$ cat src/rtl/smbm_cmd_seq.sv
// rtl/smbm_cmd_seq.sv - request queue and one-shot opcode sequencer in front of smbm
//
// Buffers ADD/DELETE/READ requests in a small FIFO and issues them one at a
// time to smbm: a single-cycle opcode pulse, arguments held until done, then
// a response pulse in the cycle where smbm results are valid.
//
// Ports:
//   clk, rst                     clock, synchronous active-high reset
//   req_valid / req_ready        request handshake
//   req_opcode                   000 ADD, 001 DELETE, 010 READ, others illegal
//   req_id, req_metric_val,
//   req_in, req_metricX,
//   req_opcode_in                request arguments
//   sm_opcode                    opcode to smbm, 3'b111 when idle
//   sm_id, sm_metric_val, sm_in,
//   sm_metricX, sm_opcode_in     registered arguments to smbm
//   sm_done                      completion from smbm
//   resp_valid / resp_opcode     one-cycle completion pulse and its opcode
//   err / err_code               one-cycle error pulse; 01 illegal, 10 timeout
//   busy                         FSM not idle or queue non-empty
//   count                        queue occupancy

module smbm_cmd_seq #(
    parameter int BIT_VEC_SIZE       = 512,
    parameter int BIT_VEC_SIZE_LOG   = 9,
    parameter int NUM_OF_METRICS     = 8,
    parameter int NUM_OF_METRICS_LOG = 3,
    parameter int FIFO_DEPTH         = 4,
    parameter int TIMEOUT            = 15
) (
    input  logic                                clk,
    input  logic                                rst,
    input  logic                                req_valid,
    output logic                                req_ready,
    input  logic [2:0]                          req_opcode,
    input  logic [BIT_VEC_SIZE_LOG-1:0]         req_id,
    input  logic [NUM_OF_METRICS-1:0][7:0]      req_metric_val,
    input  logic [BIT_VEC_SIZE-1:0]             req_in,
    input  logic [NUM_OF_METRICS_LOG-1:0]       req_metricX,
    input  logic [2:0]                          req_opcode_in,
    output logic [2:0]                          sm_opcode,
    output logic [BIT_VEC_SIZE_LOG-1:0]         sm_id,
    output logic [NUM_OF_METRICS-1:0][7:0]      sm_metric_val,
    output logic [BIT_VEC_SIZE-1:0]             sm_in,
    output logic [NUM_OF_METRICS_LOG-1:0]       sm_metricX,
    output logic [2:0]                          sm_opcode_in,
    input  logic                                sm_done,
    output logic                                resp_valid,
    output logic [2:0]                          resp_opcode,
    output logic                                err,
    output logic [1:0]                          err_code,
    output logic                                busy,
    output logic [$clog2(FIFO_DEPTH):0]         count
);

    localparam int PW = $clog2(FIFO_DEPTH);
    localparam int CW = PW + 1;
    localparam int TW = $clog2(TIMEOUT + 1);

    localparam logic [CW-1:0] DEPTH_C   = CW'(FIFO_DEPTH);
    localparam logic [TW-1:0] TIMEOUT_C = TW'(TIMEOUT);

    localparam logic [1:0] ST_IDLE   = 2'd0;
    localparam logic [1:0] ST_ISSUE  = 2'd1;
    localparam logic [1:0] ST_WAIT   = 2'd2;
    localparam logic [1:0] ST_SETTLE = 2'd3;

    localparam logic [2:0] OP_READ = 3'b010;
    localparam logic [2:0] OP_NONE = 3'b111;

    localparam logic [1:0] ERR_ILLEGAL = 2'b01;
    localparam logic [1:0] ERR_TIMEOUT = 2'b10;

    // Queue storage; contents are don't-care until written, so no reset.
    logic [2:0]                       q_opcode     [FIFO_DEPTH];
    logic [BIT_VEC_SIZE_LOG-1:0]      q_id         [FIFO_DEPTH];
    logic [NUM_OF_METRICS-1:0][7:0]   q_metric_val [FIFO_DEPTH];
    logic [BIT_VEC_SIZE-1:0]          q_in         [FIFO_DEPTH];
    logic [NUM_OF_METRICS_LOG-1:0]    q_metricX    [FIFO_DEPTH];
    logic [2:0]                       q_opcode_in  [FIFO_DEPTH];

    logic [PW-1:0] wr_ptr;
    logic [PW-1:0] rd_ptr;
    logic [1:0]    state;
    logic [TW-1:0] timer;
    logic [2:0]    cur_op;

    logic accept;
    logic legal;
    logic push;
    logic pop;

    assign req_ready = !rst && (count < DEPTH_C);
    assign accept    = req_valid && req_ready;
    assign legal     = (req_opcode <= OP_READ);
    assign push      = accept && legal;
    // Pop only from IDLE so a request pushed this cycle is never seen until the next one.
    assign pop       = (state == ST_IDLE) && (count != '0);
    assign busy      = (state != ST_IDLE) || (count != '0);

    always_ff @(posedge clk) begin
        if (push) begin
            q_opcode[wr_ptr]     <= req_opcode;
            q_id[wr_ptr]         <= req_id;
            q_metric_val[wr_ptr] <= req_metric_val;
            q_in[wr_ptr]         <= req_in;
            q_metricX[wr_ptr]    <= req_metricX;
            q_opcode_in[wr_ptr]  <= req_opcode_in;
        end
    end

    always_ff @(posedge clk) begin
        if (rst) begin
            wr_ptr        <= '0;
            rd_ptr        <= '0;
            count         <= '0;
            state         <= ST_IDLE;
            timer         <= '0;
            cur_op        <= '0;
            sm_opcode     <= OP_NONE;
            sm_id         <= '0;
            sm_metric_val <= '0;
            sm_in         <= '0;
            sm_metricX    <= '0;
            sm_opcode_in  <= '0;
            resp_valid    <= 1'b0;
            resp_opcode   <= '0;
            err           <= 1'b0;
            err_code      <= '0;
        end else begin
            resp_valid <= 1'b0;
            err        <= 1'b0;

            if (push) begin
                wr_ptr <= wr_ptr + 1'b1;
            end
            if (push && !pop) begin
                count <= count + 1'b1;
            end else if (pop && !push) begin
                count <= count - 1'b1;
            end

            // Illegal requests are dropped; a timeout below overrides this code.
            if (accept && !legal) begin
                err      <= 1'b1;
                err_code <= ERR_ILLEGAL;
            end

            case (state)
                ST_IDLE: begin
                    if (pop) begin
                        sm_opcode     <= q_opcode[rd_ptr];
                        cur_op        <= q_opcode[rd_ptr];
                        sm_id         <= q_id[rd_ptr];
                        sm_metric_val <= q_metric_val[rd_ptr];
                        sm_in         <= q_in[rd_ptr];
                        sm_metricX    <= q_metricX[rd_ptr];
                        sm_opcode_in  <= q_opcode_in[rd_ptr];
                        rd_ptr        <= rd_ptr + 1'b1;
                        state         <= ST_ISSUE;
                    end
                end
                ST_ISSUE: begin
                    // Opcode is a single-cycle pulse; smbm must not see it twice.
                    sm_opcode <= OP_NONE;
                    timer     <= '0;
                    state     <= ST_WAIT;
                end
                ST_WAIT: begin
                    if (sm_done) begin
                        resp_valid  <= 1'b1;
                        resp_opcode <= cur_op;
                        state       <= ST_SETTLE;
                    end else if (timer == TIMEOUT_C) begin
                        err      <= 1'b1;
                        err_code <= ERR_TIMEOUT;
                        state    <= ST_IDLE;
                    end else begin
                        timer <= timer + 1'b1;
                    end
                end
                default: begin
                    // SETTLE: resp_valid is high during this cycle.
                    state <= ST_IDLE;
                end
            endcase
        end
    end

endmodule

$ cat config.mk
export PLATFORM = sky130hd
export DESIGN_NAME = smbm_cmd_seq
export DESIGN_NICKNAME = d
export VERILOG_FILES = /design/src/rtl/smbm_cmd_seq.sv
export SDC_FILE = /design/constraint.sdc
export NUM_CORES = 2
export LEC_CHECK = 0
export ABC_AREA = 1
export BUFFER_PORTS_ARGS = -buffer_cell sky130_fd_sc_hd__buf_2
export CAP_MARGIN = 20
export CORE_MARGIN = 4
export CORE_UTILIZATION = 55
export CTS_BUF_LIST = sky130_fd_sc_hd__clkbuf_8
export DETAILED_ROUTE_END_ITERATION = 12
export GPL_TIMING_DRIVEN = 0
export PLACE_DENSITY = 0.78
export SLEW_MARGIN = 20
export SYNTH_ARGS = -nofsm -noshare
export SYNTH_HDL_FRONTEND = slang
export SYNTH_SLANG_ARGS = --single-unit
$ cat constraint.sdc
create_clock -name clk -period 29.4 [get_ports clk]
set_clock_uncertainty 0.2 [all_clocks]
set_input_delay 2.94 -clock clk [delete_from_list [all_inputs] [get_ports clk]]
set_output_delay 2.94 -clock clk [all_outputs]
set_load 0.01 [all_outputs]
==> impl_metrics.py <==
metrics = {
    "sta": {
        "maxClockFrequency_ghz": 0.1409,
        "grt_setup_unrepaired": "false",
        "timing.final.crit_share_pct": 24.14,
        "report.final.hold_viol_count": 0,
        "timing.hold.ws_ns": 0.2432,
        "worst_slew_margin_rel_pct": 26.22,
        "count_of_pins_over_their_slew_limit": 0,
        "setup_violations": 0,
        "post-route-min-period_ns": 7.097,
        "worst_slew_pin_slew_ns": 1.107,
    },
    "run_status": {
        "outcome": "finished clean",
    },
    "worst_setup_path": {
        "slowest_stage": "sky130_fd_sc_hd__clkbuf_1",
        "timing.setup.critical_path_class": "in2out",
        "required_time_of_the_worst_setup_path_ns": 26.26,
        "worstSetupEndpointType": "output pin",
        "crit_path_max_fanout": 5,
        "timing.critical_path.slowest_cell_delay_ns": 0.59,
        "setup.worst_path.start_class": "input port",
        "list_of_cells_traversed_by_the_critical_path": "clkbuf_1 -> nor2_1 -> buf_2",
        "critPathArrivalTime_ns": 3.96,
    },
    "cts": {
        "cts_tree": "done",
        "cts_root_buffer": "sky130_fd_sc_hd__clkbuf_8",
        "cts_buffers": 465,
        "ctsHtreeMaxLevel": 5,
        "numClockSinks": 2995,
        "clk_pin_slew_ns": 0.06,
        "hold_buffers": 0,
        "cts-root-to-sink-buffers": 4,
        "post_cts_resized": 0,
        "clk-insertion-delay-late_ns": 1.14,
        "cts_setup_buffers": 0,
    },
    "route": {
        "post_drt_via_cell_ratio": 5.614,
        "drc_errors": 0,
        "drt_first_iter_violations": 9931,
        "routed_wirelength_um": 353700,
        "routed_wire_length_per_instance_um": 23.95,
        "final_antenna_net_count": 0,
        "drt_first_pass_iters": 7,
        "detailroute.via_count": 82890,
    },
    "synthesis": {
        "post_synth_inst_count": 9666,
        "synth.avg_cell_area_um2": 11.77,
        "ys_warn_count": 0,
        "synth.net_count": 10270,
        "yosys_register_bits": 2995,
        "synthesis.area_mm2": 0.1137,
        "synth.distinct_cells": 26,
        "synth_sequential_area_ratio_pct": 73.63,
    },
    "grt": {
        "grt.total_usage_pct": 31.66,
        "grt_pass1_vias": 79400,
        "grt_start_max_net_pins": 24,
        "grt-ovfl-total": 0,
        "grt_first_pass_wirelength_um": 507200,
        "number_of_antenna_violations_at_the_first_check_in_global_routing": 226,
    },
    "job": {
        "cap_violations": 0,
    },
    "final_layout": {
        "mostFrequentLayoutCell": "sky130_fd_sc_hd__nor2_1",
        "layout_common_cells": "3560 x sky130_fd_sc_hd__nor2_1, 2376 x sky130_fd_sc_hd__edfxtp_1, 1473 x sky130_fd_sc_hd__buf_2",
        "area.growth.synth_to_final_pct": 19.57,
        "final_nets": 12070,
        "drive_gt1_share_pct": 20.15,
    },
    "power": {
        "vdd_ir_drop_max_mv": 0.06780,
        "power_density_normalized_to_cell_area_mw_per_mm2": 99.53,
        "fin_total_pwr_mw": 13.54,
        "p_leak_nw": 53.84,
    },
    "worst_hold_path": {
        "min-delay-path-class": "reg2reg",
    },
    "placed_design": {
        "buffer_ports.inserted": 1202,
        "dp_hpwl_um": 248600,
        "place_congestion": 0.9060,
    },
    "floorplanning": {
        "dieArea_mm2": 0.2141,
        "starting_utilization_of_the_core_area_pct": 55.43,
        "die_width_um": 462.8,
        "floorplan.die.height_um": 462.8,
        "std_cell_rows": 166,
        "core_region_area_mm2": 0.2052,
        "design.portCount": 1204,
    },
}
## Yosys cell counts (all sizes together)
cell type	instances	area (µm²)
nand4	2	12.51
dfxtp	619	12390
nand2	639	2406
clkbuf	165	644.4
edfxtp	2376	71350
o21bai	591	4437
xor2	1	8.760
nor3	1	5.000
inv	41	156.4
nand3	21	110.1
a21oi	21	105.1
fa	1	20.02
nor2	3565	13390
o21ai	1189	5951
buf	428	2678
ha	6	75.07
## kinds of logic after synthesis
| logic type | count (synthesis) | synth area share, % |
|---|---|---|
| AOI/OAI and AO/OA | 1801 | 9.225 |
| xor gates and xnor gates | 1 | 0.007702 |
| adders and majority gates | 7 | 0.08360 |
| buffers and inverters | 634 | 3.058 |
| DFF | 2995 | 73.63 |
| and+or+nand+nor | 4228 | 14.00 |
## metrics by stage
step	cell area, µm²	instances	util (%)	setup WS (ns)	setup TNS [ns]
after floorplan	113700	9666	-	-0.6082	-1445.05
after global placement	123100	13560	60.00	-21.88	-
after detailed placement	126300	13690	61.54	22.24	0
after CTS	135500	14550	66.01	22.23	0
after global routing	135800	14680	66.17	22.27	0
final	136000	14770	66.27	22.30	0
## area by class of cell
class	instances	area (µm²)
sequential	2995	83740
fill	14410	69210
multi-input combinational	6037	26550
timing repair buffer	1336	9158
clock buffer	546	7515
tap	2688	3363
buffer	593	3323
clock inverter	313	1649
antenna	217	543.0
inverter	41	156.4
## final timing paths
kind	startpoint	end	slack [ns]	depth (start not counted)
setup / recovery	rst	req_ready	22.30	3
hold / removal	err_code[0]	err_code[0]	0.24	2
setup reg to reg	count[2]	q_in[0][86]	25.73	12
hold reg to reg	err_code[0]	err_code[0]	0.24	2
## flip-flops by register name, summed over array words and instances, names as in the netlist, 4 cells and up, named ones only
signal,count
q_metric_val,256
q_id,36
timer,4
sm_id,9
q_in,2048
q_metricX,12
q_opcode_in,12
sm_metric_val,64
sm_in,512
q_opcode,12
## per-layer routing
metal  vias to the layer above  global-route usage [%]  share of wire, %
li1                      37090                       -                 -
met3                      1042                   11.18                13
met4                        90                   21.41               7.3
met5                         -                       0              0.17
met2                      5013                   49.30                46
met1                     39660                   37.07                34
## report_power, final
part           leakage, nW  internal [mW]  switching (mW)
Combinational         21.9           1.47            3.30
Clock                 5.38           1.78            1.62
Sequential            26.5           5.06           0.301
## worst max-delay path, delay by kind of cell
family,cells,cell delay (ns)
AND/OR/NAND/NOR,1,0.19
buffers and inverters,2,0.81
Power figures use the tool's default switching activity.
